### src/rtl/act2_result_classifier_if.sv
// Layer-2 activation result bus: operand capture inputs plus the valid/ready decision output.
interface act2_result_classifier_if;
  localparam int unsigned DW = 64;

  logic [DW-1:0] act_out1;
  logic [DW-1:0] act_out2;
  logic          done_act_2;
  logic          out_valid;
  logic          out_ready;
  logic          out_class;
  logic          out_nan;
  logic [DW-1:0] out_value;

  modport slave (
    input  act_out1, act_out2, done_act_2, out_ready,
    output out_valid, out_class, out_nan, out_value
  );

  modport master (
    output act_out1, act_out2, done_act_2, out_ready,
    input  out_valid, out_class, out_nan, out_value
  );
endinterface

### src/rtl/act2_result_classifier.sv
// Captures the two output-neuron doubles, picks the winning class on raw IEEE-754 bit
// patterns and queues decisions in a show-ahead FIFO toward the result reporter.
module act2_result_classifier #(
  parameter int unsigned DEPTH = 4,
  parameter int unsigned AW    = 2,
  parameter int unsigned DROPW = 16
) (
  input  logic                     clk,
  input  logic                     rst,
  act2_result_classifier_if.slave  act_bus,
  output logic                     overflow,
  output logic [DROPW-1:0]         drop_count,
  output logic                     busy
);
  localparam int unsigned DW = 64;
  localparam int unsigned CW = AW + 1;

  typedef struct packed {
    logic          cls;
    logic          nan;
    logic [DW-1:0] value;
  } decision_t;

  logic [DW-1:0]    r_a1;
  logic [DW-1:0]    r_a2;
  logic             r_s1_valid;
  decision_t        r_mem [DEPTH];
  logic [AW-1:0]    r_wr_ptr;
  logic [AW-1:0]    r_rd_ptr;
  logic [CW-1:0]    r_count;
  logic             r_out_valid;
  logic             r_busy;
  logic             r_overflow;
  logic [DROPW-1:0] r_drop_count;

  logic             w_nan1;
  logic             w_nan2;
  logic             w_both_zero;
  logic             w_a2_gt;
  decision_t        w_dec;
  decision_t        w_head;
  logic             w_full;
  logic             w_pop;
  logic             w_push;
  logic             w_drop;
  logic [CW-1:0]    w_count_nxt;

  // Ordering on sign/magnitude fields; +0 and -0 are equal, NaN forces class 0.
  always_comb begin
    w_nan1      = (&r_a1[62:52]) && (|r_a1[51:0]);
    w_nan2      = (&r_a2[62:52]) && (|r_a2[51:0]);
    w_both_zero = (r_a1[62:0] == 63'd0) && (r_a2[62:0] == 63'd0);
    w_a2_gt     = 1'b0;
    unique case ({r_a2[63], r_a1[63]})
      2'b00:   w_a2_gt = r_a2[62:0] > r_a1[62:0];
      2'b01:   w_a2_gt = !w_both_zero;
      2'b10:   w_a2_gt = 1'b0;
      default: w_a2_gt = r_a2[62:0] < r_a1[62:0];
    endcase
    w_dec.nan   = w_nan1 || w_nan2;
    w_dec.cls   = !w_dec.nan && w_a2_gt;
    w_dec.value = w_dec.cls ? r_a2 : r_a1;
  end

  // A full FIFO still accepts a push when the head leaves in the same cycle.
  always_comb begin
    w_full      = (r_count == CW'(DEPTH));
    w_pop       = r_out_valid && act_bus.out_ready;
    w_push      = r_s1_valid && (!w_full || w_pop);
    w_drop      = r_s1_valid && w_full && !w_pop;
    w_count_nxt = r_count + CW'(w_push) - CW'(w_pop);
    w_head      = r_mem[r_rd_ptr];
  end

  always_ff @(posedge clk or posedge rst) begin
    if (rst) begin
      r_a1         <= '0;
      r_a2         <= '0;
      r_s1_valid   <= 1'b0;
      for (int i = 0; i < DEPTH; i++) r_mem[i] <= '0;
      r_wr_ptr     <= '0;
      r_rd_ptr     <= '0;
      r_count      <= '0;
      r_out_valid  <= 1'b0;
      r_busy       <= 1'b0;
      r_overflow   <= 1'b0;
      r_drop_count <= '0;
    end else begin
      r_s1_valid <= act_bus.done_act_2;
      if (act_bus.done_act_2) begin
        r_a1 <= act_bus.act_out1;
        r_a2 <= act_bus.act_out2;
      end
      if (w_push) begin
        r_mem[r_wr_ptr] <= w_dec;
        r_wr_ptr        <= r_wr_ptr + AW'(1);
      end
      if (w_pop) r_rd_ptr <= r_rd_ptr + AW'(1);
      r_count     <= w_count_nxt;
      r_out_valid <= (w_count_nxt != '0);
      r_busy      <= act_bus.done_act_2 || (w_count_nxt != '0);
      if (w_drop) begin
        r_overflow <= 1'b1;
        if (r_drop_count != '1) r_drop_count <= r_drop_count + DROPW'(1);
      end
    end
  end

  assign act_bus.out_valid = r_out_valid;
  assign act_bus.out_class = w_head.cls;
  assign act_bus.out_nan   = w_head.nan;
  assign act_bus.out_value = w_head.value;
  assign overflow          = r_overflow;
  assign drop_count        = r_drop_count;
  assign busy              = r_busy;
endmodule
### src/flat_wrapper.sv
// flat-port wrapper written by rule: the top's interface ports become plain ports
module act2_result_classifier_flat 
#(
  parameter int unsigned DEPTH = 4,
  parameter int unsigned AW    = 2,
  parameter int unsigned DROPW = 16
)
  (clk, rst, overflow, drop_count, busy, act_bus_act_out1, act_bus_act_out2, act_bus_done_act_2, act_bus_out_ready, act_bus_out_valid, act_bus_out_class, act_bus_out_nan, act_bus_out_value);
  act2_result_classifier_if act_bus_i ();
  input  logic clk;
  input  logic rst;
  output logic overflow;
  output logic [DROPW-1:0] drop_count;
  output logic busy;
  input wire logic [$bits(act_bus_i.act_out1)-1:0] act_bus_act_out1;
  input wire logic [$bits(act_bus_i.act_out2)-1:0] act_bus_act_out2;
  input wire logic [$bits(act_bus_i.done_act_2)-1:0] act_bus_done_act_2;
  input wire logic [$bits(act_bus_i.out_ready)-1:0] act_bus_out_ready;
  output wire logic [$bits(act_bus_i.out_valid)-1:0] act_bus_out_valid;
  output wire logic [$bits(act_bus_i.out_class)-1:0] act_bus_out_class;
  output wire logic [$bits(act_bus_i.out_nan)-1:0] act_bus_out_nan;
  output wire logic [$bits(act_bus_i.out_value)-1:0] act_bus_out_value;
  assign act_bus_i.act_out1 = act_bus_act_out1;
  assign act_bus_i.act_out2 = act_bus_act_out2;
  assign act_bus_i.done_act_2 = act_bus_done_act_2;
  assign act_bus_i.out_ready = act_bus_out_ready;
  assign act_bus_out_valid = act_bus_i.out_valid;
  assign act_bus_out_class = act_bus_i.out_class;
  assign act_bus_out_nan = act_bus_i.out_nan;
  assign act_bus_out_value = act_bus_i.out_value;
  act2_result_classifier #(.DEPTH(DEPTH), .AW(AW), .DROPW(DROPW)) u_core (.clk(clk), .rst(rst), .act_bus(act_bus_i), .overflow(overflow), .drop_count(drop_count), .busy(busy));
endmodule
### config.mk
export PLATFORM = sky130hd
export DESIGN_NAME = act2_result_classifier_flat
export DESIGN_NICKNAME = d
export VERILOG_FILES = /design/src/rtl/act2_result_classifier_if.sv /design/src/rtl/act2_result_classifier.sv /design/src/flat_wrapper.sv
export SDC_FILE = /design/constraint.sdc
export NUM_CORES = 1
export LEC_CHECK = 0
export ABC_AREA = 0
export ABC_CLOCK_PERIOD_IN_PS = 18350
export CORE_MARGIN = 2
export CORE_UTILIZATION = 55
export CTS_CLUSTER_SIZE = 14
export DETAILED_ROUTE_END_ITERATION = 10
export PLACE_DENSITY = 0.85
export SLEW_MARGIN = 20
export SYNTH_ARGS = -nofsm -noshare
export SYNTH_HDL_FRONTEND = slang
export SYNTH_SLANG_ARGS = --single-unit
export TNS_END_PERCENT = 1
### constraint.sdc
create_clock -name clk -period 18.35 [get_ports clk]
set_input_delay 2.7525 -clock clk [delete_from_list [all_inputs] [get_ports clk]]
set_output_delay 2.7525 -clock clk [all_outputs]
set_load 0.01 [all_outputs]
==> impl_metrics.csv, run 1 <==
group,metric,value,unit
power_and_ir_drop,switching_share,0.351,
power_and_ir_drop,power_frac_seq,0.370,
power_and_ir_drop,peakVddDrop,0.170,mV
drt,avgViaCountPerCell,6.53,
die,dieHeight,200,um
synth,synth_edf_count,0,
cells_and_area,antennaDiodeCount,0,
global_routing,gr-usage-met3,0.0465,
place,dp_hpwl,37800,um
timing,final_hold_viol_count,0,
critical_path,crit_path_start_kind,"flip-flop",
synth,yosys_warnings,0,
timing,max_freq,162,MHz
synth,synth-seq-cells,419,
place,place_ws,12.25,ns
global_routing,grt_max_degree,128,
drt,ant_nets,0,
cells_and_area,syn_to_final_growth,17.9,%
timing,final_max_slew_viol_count,0,
timing,fin_crit_sh,0.337,
timing,setup_ws,12.17,ns
cts,cts_resized,0,
cells_and_area,utilization,0.661,
die,rows,71,
cts,post-cts-setup-buffer-count,0,
global_routing,antenna_found_initial,1,
drt,wl_per_cell,23.3,um
timing,rsz0062_at_grt,"false",
synth,syn-num-nets,2034,
cts,cts-htree-levels,2,
timing,period_minus_slack,6.18,ns
critical_path,cp.required,15.60,ns
cts,clk_latency,0.54,ns
die,io_pins,217,
cts,path_clk_slew,0.06,ns
power_and_ir_drop,internal-power,2.64,mW
drt,drt_iter0_drc,1850,
global_routing,grt_usage,0.292,
power_and_ir_drop,switchingPower,1.43,mW
die,fp.coreArea,37800,um2
critical_path,path_class,"flip-flop to output pin",
power_and_ir_drop,power,4.06,mW
flow_run,drv.max_cap_violation_count,0,
power_and_ir_drop,p_comb_frac,0.405,
synth,ys_seq_area_frac,0.494,
cts,cts.sinks,419,
cts,cts_hold_buf,0,
cells_and_area,final_net_count,2183,
place,gp_congestion,0.888,
synth,dominantRegCellSynth,"dfrtp_1",
synth,ys_types,54,
drt,drcViolationCount,0,
place,dp.cells,2445,
timing,worst_clock_skew,0.00677,ns
power_and_ir_drop,clkPwrFrac,0.225,
worst_hold_path,hp-class,"flip-flop to flip-flop",
timing,setup_violations,0,
drt,routed_wl,58800,um
die,dieWidth,200,um
power_and_ir_drop,leakagePower,9.86,nW
global_routing,grt_pass1_vias,16800,
run_status,status,"complete, no violations",
global_routing,grtUsageMet1,0.400,
drt,firstDrtPassIters,6,
cells_and_area,final_cells,2524,
cells_and_area,layout-drive-gt1-share,0.179,
cts,numCtsBuffers,44,
cts,clk_path_buf_depth,3,
cts,cts_root_buf,"clkbuf_16",
timing,relSlewSlack,0.216,
critical_path,cp_data_arrival_time,3.42,ns
timing,tightest_slew,1.18,ns
die,start_util,0.561,
global_routing,grt_overflow,0,
global_routing,grt_use_met2,0.475,
place,numPortBuffers,216,
timing,setup-tns-final,0,ns
synth,synth_cells,1831,
synth,avgSynthCellArea,11.6,um2
synth,async_flop_share,1.00,
global_routing,grt_busiest_layer,"met2",
critical_path,path_max_fanout,35,
cts,cts_tree,"built",
synth,mappedNetlistArea,21200,um2
die,fp.dieArea,40200,um2
critical_path,worstSetupEndpointType,"output pin",
global_routing,grt_pass1_wl,93500,um
drt,vias,16500,
power_and_ir_drop,p_per_area,162,nW/um2
path summary, 6_finish.rpt:
check	slack (ns)	startpoint	cells after the start	to
setup / recovery	12.17	u_core.r_rd_ptr[0]	3	act_bus_out_value[60]
hold / removal	0.48	u_core.r_mem[129]	2	u_core.r_mem[129]
setup reg to reg	13.58	u_core.r_a1[34]	11	u_core.r_mem[221]
hold reg to reg	0.48	u_core.r_mem[129]	2	u_core.r_mem[129]
max in group asynchronous	13.16	rst	4	u_core.r_a1[44]
min in group asynchronous	2.73	rst	2	u_core.r_mem[217]
synth_stat cells, drive strengths merged, types with 64 or more instances:
cell    instances  share of area
nand2         107          0.019
mux4           66          0.070
ha             70          0.041
dfrtp         419           0.49
nor2          260          0.046
o31ai          64          0.062
a31oi         253          0.075
mux2           66          0.035
clkbuf         85          0.015
o211ai         66          0.036
inv            73          0.013
o21ai          85          0.021
critical path, cell delays in order, from the launching register on:
cell and delay (ns):
dfrtp_4 0.92, buf_4 0.76, mux4_2 0.66, clkdlybuf4s50_1 0.52
cells in the final DEF, fill, tap and decap left out, types with 4 or more instances in the layout:
cell type	n
clkbuf_1	10
clkbuf_16	45
o21ai_0	82
nor2_1	259
o31ai_1	4
nand3_1	17
mux2_2	66
nand2_1	107
xnor2_1	18
o31ai_4	60
clkdlybuf4s50_1	215
buf_4	20
ha_1	70
a31oi_1	253
mux4_2	66
nor4_1	33
a21oi_1	25
and4_1	6
and2_4	4
nand4_1	23
inv_1	72
clkbuf_8	15
dfrtp_1	417
o211ai_1	15
o211ai_2	50
state kept, by name, summed over array words and instances (netlist names):
signal and flops:
u_core.busy 1, u_core.r_s1_valid 1, u_core.r_a1 64, u_core.act_bus.out_valid 1
u_core.drop_count 16, u_core.r_a2 64, u_core.r_rd_ptr 2, u_core.r_mem 264
u_core.r_count 3, u_core.r_wr_ptr 2, u_core.overflow 1
final cells by class:
class                           instances  area (um2)
Sequential cell                       419       10500
Fill cell                            2654       12800
Timing Repair Buffer                  237        2320
Multi-Input combinational cell       1205        9780
Clock inverter                          9         129
Inverter                               73         282
Clock buffer                           70        1370
Tap cell                              511         639
cells by family after synthesis:
group / Yosys count / share of synthesized area
compound gates: 509 / 0.205
simple gates: 473 / 0.0980
flops: 419 / 0.494
buf+inv: 207 / 0.0467
mux: 132 / 0.105
fa+ha+maj: 71 / 0.0422
xor+xnor: 20 / 0.00826
metrics by stage:
stage	hold slack [ns]	instance area (um2)
2_1_floorplan	0.445	21200
3_3_place_gp	0.458	23500
3_5_place_dp	0.467	23500
4_1_cts	0.481	25000
5_1_grt	0.508	25000
6_report	0.478	25000
power groups by stage:
stage | Sequential [mW] | Clock (mW) | Combinational (mW)
after floorplan | 1.42 | 0 | 1.06
after global placement | 1.48 | 0 | 1.57
after detailed placement | 1.51 | 0 | 1.63
after CTS | 1.49 | 0.922 | 1.65
after global routing | 1.54 | 0.959 | 1.78
final | 1.50 | 0.916 | 1.65
per-layer routing:
layer	up-vias	wire length, um
met2	950	28500
met5	-	37
met1	8244	23100
li1	7118	-
met4	2	1940
met3	169	5130
Note: power is estimated with default switching activity, not from simulation.
==> inputs of run 2 (changes only) <==
--- a/config.mk
+++ b/config.mk
@@ -6,12 +6,12 @@
 export NUM_CORES = 1
 export LEC_CHECK = 0
 export ABC_AREA = 0
-export ABC_CLOCK_PERIOD_IN_PS = 18350
+export ABC_CLOCK_PERIOD_IN_PS = 5140
 export CORE_MARGIN = 2
-export CORE_UTILIZATION = 55
+export CORE_UTILIZATION = 52
 export CTS_CLUSTER_SIZE = 14
 export DETAILED_ROUTE_END_ITERATION = 10
-export PLACE_DENSITY = 0.85
+export PLACE_DENSITY = 0.84
 export SLEW_MARGIN = 20
 export SYNTH_ARGS = -nofsm -noshare
 export SYNTH_HDL_FRONTEND = slang
==> constraint.sdc (replaced) <==
create_clock -name clk -period 5.14 [get_ports clk]
set_input_delay 0.771 -clock clk [delete_from_list [all_inputs] [get_ports clk]]
set_output_delay 0.771 -clock clk [all_outputs]
set_load 0.01 [all_outputs]
==> run 2 against run 1 <==
Against the previous run: first-iteration DRC count down 10%; highest routed layer is now met4; via count is 0.25% higher; global-route usage decreased by 0.61 points; power rose to 3.6 times the previous value; combinational power grew to 3.6 times the previous value; die area grew 5.7%; clock power grew to 3.5 times the previous value; sequential share of layout area decreased by 0.42 points; routed wire length up 1.8%; worst setup slack got worse by 11 ns; critical path depth is 8 higher; count of clock-buffer cells in the layout decreased by 1.
==> impl_metrics.csv, run 2 (synthesis results as in run 1) <==
group,metric,value,unit
run_status,status,"complete, no violations",
global_routing,grt_pass1_vias,16800,
drt,drt_iter0_drc,1661,
timing,final_max_slew_viol_count,0,
power_and_ir_drop,p_comb_frac,0.404,
timing,setup_violations,0,
critical_path,cp_data_arrival_time,4.60,ns
power_and_ir_drop,p_per_area,576,nW/um2
cts,cts.sinks,419,
cts,cts_tree,"built",
power_and_ir_drop,clkPwrFrac,0.222,
power_and_ir_drop,switchingPower,5.15,mW
global_routing,grt_pass1_wl,93700,um
global_routing,grt_overflow,0,
cells_and_area,utilization,0.632,
drt,drcViolationCount,0,
flow_run,drv.max_cap_violation_count,0,
timing,worst_clock_skew,0.0218,ns
cts,clk_path_buf_depth,3,
die,io_pins,217,
cts,cts_hold_buf,0,
place,numPortBuffers,216,
timing,whs,0.478,ns
timing,final_hold_viol_count,0,
critical_path,path_max_fanout,30,
worst_hold_path,hp-class,"flip-flop to flip-flop",
cells_and_area,layout-drive-gt1-share,0.183,
place,dp.cells,2464,
timing,rsz0062_at_grt,"false",
drt,wl_met2,28500,um
die,fp.dieArea,42400,um2
cells_and_area,max_flop_register,"u_core.r_mem",
cts,post-cts-setup-buffer-count,0,
drt,routed_wl,59800,um
global_routing,antenna_found_initial,0,
drt,firstDrtPassIters,6,
die,dieWidth,206,um
die,fp.coreArea,40000,um2
drt,avgViaCountPerCell,6.49,
power_and_ir_drop,peakVddDrop,0.436,mV
drt,wl_met3,5610,um
power_and_ir_drop,power_frac_seq,0.373,
place,dp_hpwl,39300,um
die,rows,73,
cells_and_area,largest_register_ff_count,264,
drt,vias,16500,
cells_and_area,final_cells,2545,
critical_path,cp.required,5.61,ns
cells_and_area,final_net_count,2189,
place,gp_congestion,0.909,
power_and_ir_drop,internal-power,9.40,mW
timing,period_minus_slack,4.13,ns
cells_and_area,fin_area,25300,um2
power_and_ir_drop,switching_share,0.354,
global_routing,grt_usage,0.286,
drt,top_layer_used,"met4",
cts,numCtsBuffers,44,
timing,max_freq,242,MHz
critical_path,worstSetupEndpointType,"flip-flop",
timing,tightest_slew,1.09,ns
cts,clk_latency,0.58,ns
cells_and_area,final_common_cell,"dfrtp_1",
drt,wl_per_cell,23.5,um
timing,relSlewSlack,0.275,
cts,cts_root_buf,"clkbuf_16",
cts,path_clk_slew,0.06,ns
cells_and_area,final_cell_mix,"dfrtp_1 (417), nor2_1 (259), a31oi_1 (253)",
drt,ant_nets,0,
cells_and_area,top_regs,"u_core.r_mem: 264 flops, u_core.r_a1: 64 flops, u_core.r_a2: 64 flops",
timing,fin_crit_sh,0.804,
place,place_area,23800,um2
die,start_util,0.530,
critical_path,path_class,"flip-flop to flip-flop",
cts,cts_resized,0,
global_routing,grt_max_degree,115,
timing,setup-tns-final,0,ns
drt,wl_met1,23500,um
cells_and_area,syn_to_final_growth,19.1,%
cts,cts-htree-levels,2,
die,dieHeight,206,um
cells_and_area,antennaDiodeCount,0,
critical_path,crit_path_start_kind,"flip-flop",
power_and_ir_drop,leakagePower,9.96,nW
run 2: changes by cell type in the layout (fill, tap and decap cells not counted), sizes merged:
cell / change
buf: +6
bufinv: -2
clkbuf: -1
clkinv: +4
clkinvlp: -1
inv: +1
run 2: through the flow:
step,worst slack (ns),total power [mW]
after floorplan,-1.28,8.86
after CTS,1.13,14.6
after global routing,0.914,15.3
after global placement,1.28,11.0
after detailed placement,1.16,11.3
final,1.01,14.6
run 2: path summary, 6_finish.rpt:
kind                              startpoint                 to  slack (ns)  cells past startpoint
hold reg to reg            u_core.r_mem[263]  u_core.r_mem[263]        0.48                      2
max in group asynchronous                rst  u_core.r_mem[155]        3.51                      4
setup reg to reg             u_core.r_a1[34]   u_core.r_mem[91]        1.01                     11
hold / removal             u_core.r_mem[263]  u_core.r_mem[263]        0.48                      2
setup / recovery             u_core.r_a1[34]   u_core.r_mem[91]        1.01                     11
min in group asynchronous                rst   u_core.r_mem[22]        0.59                      2
run 2: area by class of cell:
cell class | instances | area, um2
flip-flops and latches | 419 | 10500
inverters | 73 | 278
clock inverters | 11 | 87.6
multi-input cells | 1205 | 9780
repair buffers | 243 | 2590
clock buffers | 69 | 1390
fillers | 2868 | 14700
well taps | 525 | 657
run 2: power by group through the flow:
| stage | Combinational, mW | Clock [mW] | Sequential [mW] |
|---|---|---|---|
| after floorplan | 3.80 | 0 | 5.06 |
| after global placement | 5.67 | 0 | 5.35 |
| after detailed placement | 5.85 | 0 | 5.46 |
| after CTS | 5.90 | 3.26 | 5.42 |
| after global routing | 6.36 | 3.39 | 5.57 |
| final | 5.89 | 3.23 | 5.44 |
run 2: per-layer routing:
layer,up-vias,track usage
met5,-,0
met4,0,0.116
li1,7130,-
met2,938,0.462
met3,174,0.0561
met1,8282,0.380
run 2: worst max-delay path, stage by stage (launching register included):
cell and delay [ns]:
dfrtp_1 0.42, inv_1 0.09, ha_1 0.31, a21oi_1 0.15
o21ai_0 0.10, a221oi_1 0.54, o211ai_1 0.20, nor3_2 0.48
and3b_4 1.03, buf_12 0.35, o31ai_4 0.13, a31oi_1 0.20
==> inputs of run 3 (changes only) <==
--- a/config.mk
+++ b/config.mk
@@ -6,7 +6,7 @@
 export NUM_CORES = 1
 export LEC_CHECK = 0
 export ABC_AREA = 0
-export ABC_CLOCK_PERIOD_IN_PS = 5140
+export ABC_CLOCK_PERIOD_IN_PS = 3600
 export CORE_MARGIN = 2
 export CORE_UTILIZATION = 52
 export CTS_CLUSTER_SIZE = 14
==> constraint.sdc (replaced) <==
create_clock -name clk -period 3.6 [get_ports clk]
set_input_delay 0.54 -clock clk [delete_from_list [all_inputs] [get_ports clk]]
set_output_delay 0.54 -clock clk [all_outputs]
set_load 0.01 [all_outputs]
==> run 3 against run 2 <==
Against the previous run: die area unchanged; maximum frequency grew 18%; worst hold slack worse by 0.070 ns; sequential cell count unchanged; critical path depth is the same; clock power rose by 54%; register-to-register slack worse by 0.92 ns; first-iteration DRC count is 13% higher.
==> impl_metrics.csv, run 3 (synthesis results as in run 1) <==
group,metric,value,unit
power_and_ir_drop,p_comb_frac,0.410,
timing,rsz0062_at_grt,"true",
timing,tightest_slew,0.706,ns
run_status,status,"complete, no violations",
cells_and_area,layout-drive-gt1-share,0.196,
timing,final_hold_viol_count,0,
critical_path,cp.required,4.08,ns
drt,drcViolationCount,0,
cells_and_area,syn_to_final_growth,21.4,%
cells_and_area,top_regs,"u_core.r_mem: 264 flops, u_core.r_a1: 64 flops, u_core.r_a2: 64 flops",
drt,firstDrtPassIters,8,
cts,path_clk_slew,0.06,ns
power_and_ir_drop,switchingPower,7.51,mW
timing,worst_clock_skew,0.0297,ns
cells_and_area,final_net_count,2220,
timing,final_max_slew_viol_count,0,
die,io_pins,217,
flow_run,drv.max_cap_violation_count,0,
power_and_ir_drop,switching_share,0.352,
critical_path,crit_path_start_kind,"flip-flop",
timing,max_freq,284,MHz
place,numPortBuffers,216,
cells_and_area,fill_cells,2871,
power_and_ir_drop,peakVddDrop,0.594,mV
cts,cts-htree-levels,2,
die,dieWidth,206,um
global_routing,grt_pass1_wl,97700,um
cts,clk_path_buf_depth,3,
timing,relSlewSlack,0.529,
cells_and_area,antennaDiodeCount,0,
power_and_ir_drop,p_per_area,829,nW/um2
drt,wl_per_cell,24.1,um
die,dieHeight,206,um
die,rows,73,
global_routing,grt_max_degree,127,
critical_path,path_class,"flip-flop to flip-flop",
drt,routed_wl,62200,um
drt,ant_nets,0,
die,fp.dieArea,42400,um2
timing,fin_crit_sh,0.977,
global_routing,grt_usage,0.298,
drt,vias,16800,
drt,avgViaCountPerCell,6.53,
power_and_ir_drop,power_frac_seq,0.356,
critical_path,reg2reg_depth,11,
place,place_area,24100,um2
cts,cts.sinks,419,
critical_path,worstSetupEndpointType,"flip-flop",
drt,drt_iter0_drc,1869,
place,dp.cells,2495,
place,dp_hpwl,40700,um
critical_path,reg2reg_setup_slack,0.08,ns
die,fp.coreArea,40000,um2
cells_and_area,largest_register_ff_count,264,
cells_and_area,utilization,0.644,
critical_path,cp_data_arrival_time,4.00,ns
cts,numCtsBuffers,45,
global_routing,antenna_found_initial,1,
cells_and_area,final_common_cell,"dfrtp_1",
cts,cts_tree,"built",
cts,cts_root_buf,"clkbuf_16",
critical_path,r2r_end,"u_core.r_mem[214]",
cells_and_area,final_cell_mix,"dfrtp_1 (417), nor2_1 (259), a31oi_1 (253)",
power_and_ir_drop,leakagePower,10.2,nW
cells_and_area,final_cells,2578,
die,start_util,0.530,
place,gp_congestion,0.898,
cts,post-cts-setup-buffer-count,0,
timing,period_minus_slack,3.52,ns
worst_hold_path,hp-class,"input pin to asynchronous set/reset pin",
power_and_ir_drop,clkPwrFrac,0.233,
power_and_ir_drop,power,21.3,mW
cells_and_area,max_flop_register,"u_core.r_mem",
global_routing,grt_pass1_vias,17200,
cts,clk_latency,0.58,ns
critical_path,path_max_fanout,18,
power_and_ir_drop,internal-power,13.8,mW
critical_path,r2r_start,"u_core.r_a1[2]",
global_routing,grt_overflow,0,
cells_and_area,fin_area,25800,um2
timing,setup_violations,0,
timing,setup-tns-final,0,ns
run 3: changes by cell type in the layout (fill, tap and decap cells not counted), sizes merged:
cell / change
clkbuf: -1
bufinv: +5
clkinv: -1
buf: +30
run 3: critical path, stage by stage, from the launching register on:
cell      delay, ns
dfrtp_1        0.45
inv_1          0.10
ha_1           0.33
a21oi_1        0.20
a21oi_1        0.13
o31ai_2        0.29
o211ai_1       0.20
a22oi_2        0.36
and3b_4        0.66
buf_12         0.31
o31ai_4        0.13
a31oi_1        0.21
run 3: power by group through the flow:
stage                     registers [mW]  logic (mW)  clock network [mW]
after floorplan                     7.23        5.43                   0
after detailed placement            7.63        8.65                   0
after CTS                           7.56        8.76                5.01
after global routing                7.79        9.40                5.21
final                               7.61        8.76                4.98
after global placement              7.47        8.42                   0
run 3: metrics by stage:
stage	hold WS (ns)	worst slack [ns]
finish	0.409	0.0842
global route	0.441	-0.0268
CTS	0.430	0.0189
detailed placement	0.462	0.0876
global placement	0.457	0.155
floorplan	0.445	-2.59
run 3: repair_timing:
item,in CTS,in global routing
endpoints found under the setup margin,0,193
hold buffers,0,0
gates resized for setup,0,5
run 3: final cells by class:
| cell class | instances | area (um2) | share of cell area |
|---|---|---|---|
| Sequential cell | 419 | 10500 | 0.407 |
| Multi-Input combinational cell | 1205 | 9810 | 0.381 |
| Timing Repair Buffer | 273 | 2930 | 0.114 |
| Clock buffer | 68 | 1360 | 0.0526 |
| Tap cell | 525 | 657 | 0.0255 |
| Inverter | 73 | 278 | 0.0108 |
| Clock inverter | 15 | 233 | 0.00904 |
run 3: how the worst max path moves through the flow:
stage,slack (ns),start,end
after global placement,0.16,u_core.r_a2[32],u_core.r_mem[213]
final,0.08,u_core.r_a1[2],u_core.r_mem[214]
after detailed placement,0.09,u_core.r_a1[32],u_core.r_mem[214]
after global routing,-0.03,u_core.r_a1[4],u_core.r_mem[243]
after floorplan,-2.59,rst,u_core.act_bus.out_valid
after CTS,0.02,u_core.r_a1[32],u_core.r_mem[243]
run 3: per-layer routing:
| layer | vias to the layer above | track usage | wire, um |
|---|---|---|---|
| met1 | 8434 | 0.393 | 24000 |
| met5 | - | 0 | 13 |
| met3 | 194 | 0.0686 | 5920 |
| li1 | 7197 | - | - |
| met4 | 2 | 0.114 | 2390 |
| met2 | 1017 | 0.482 | 29800 |
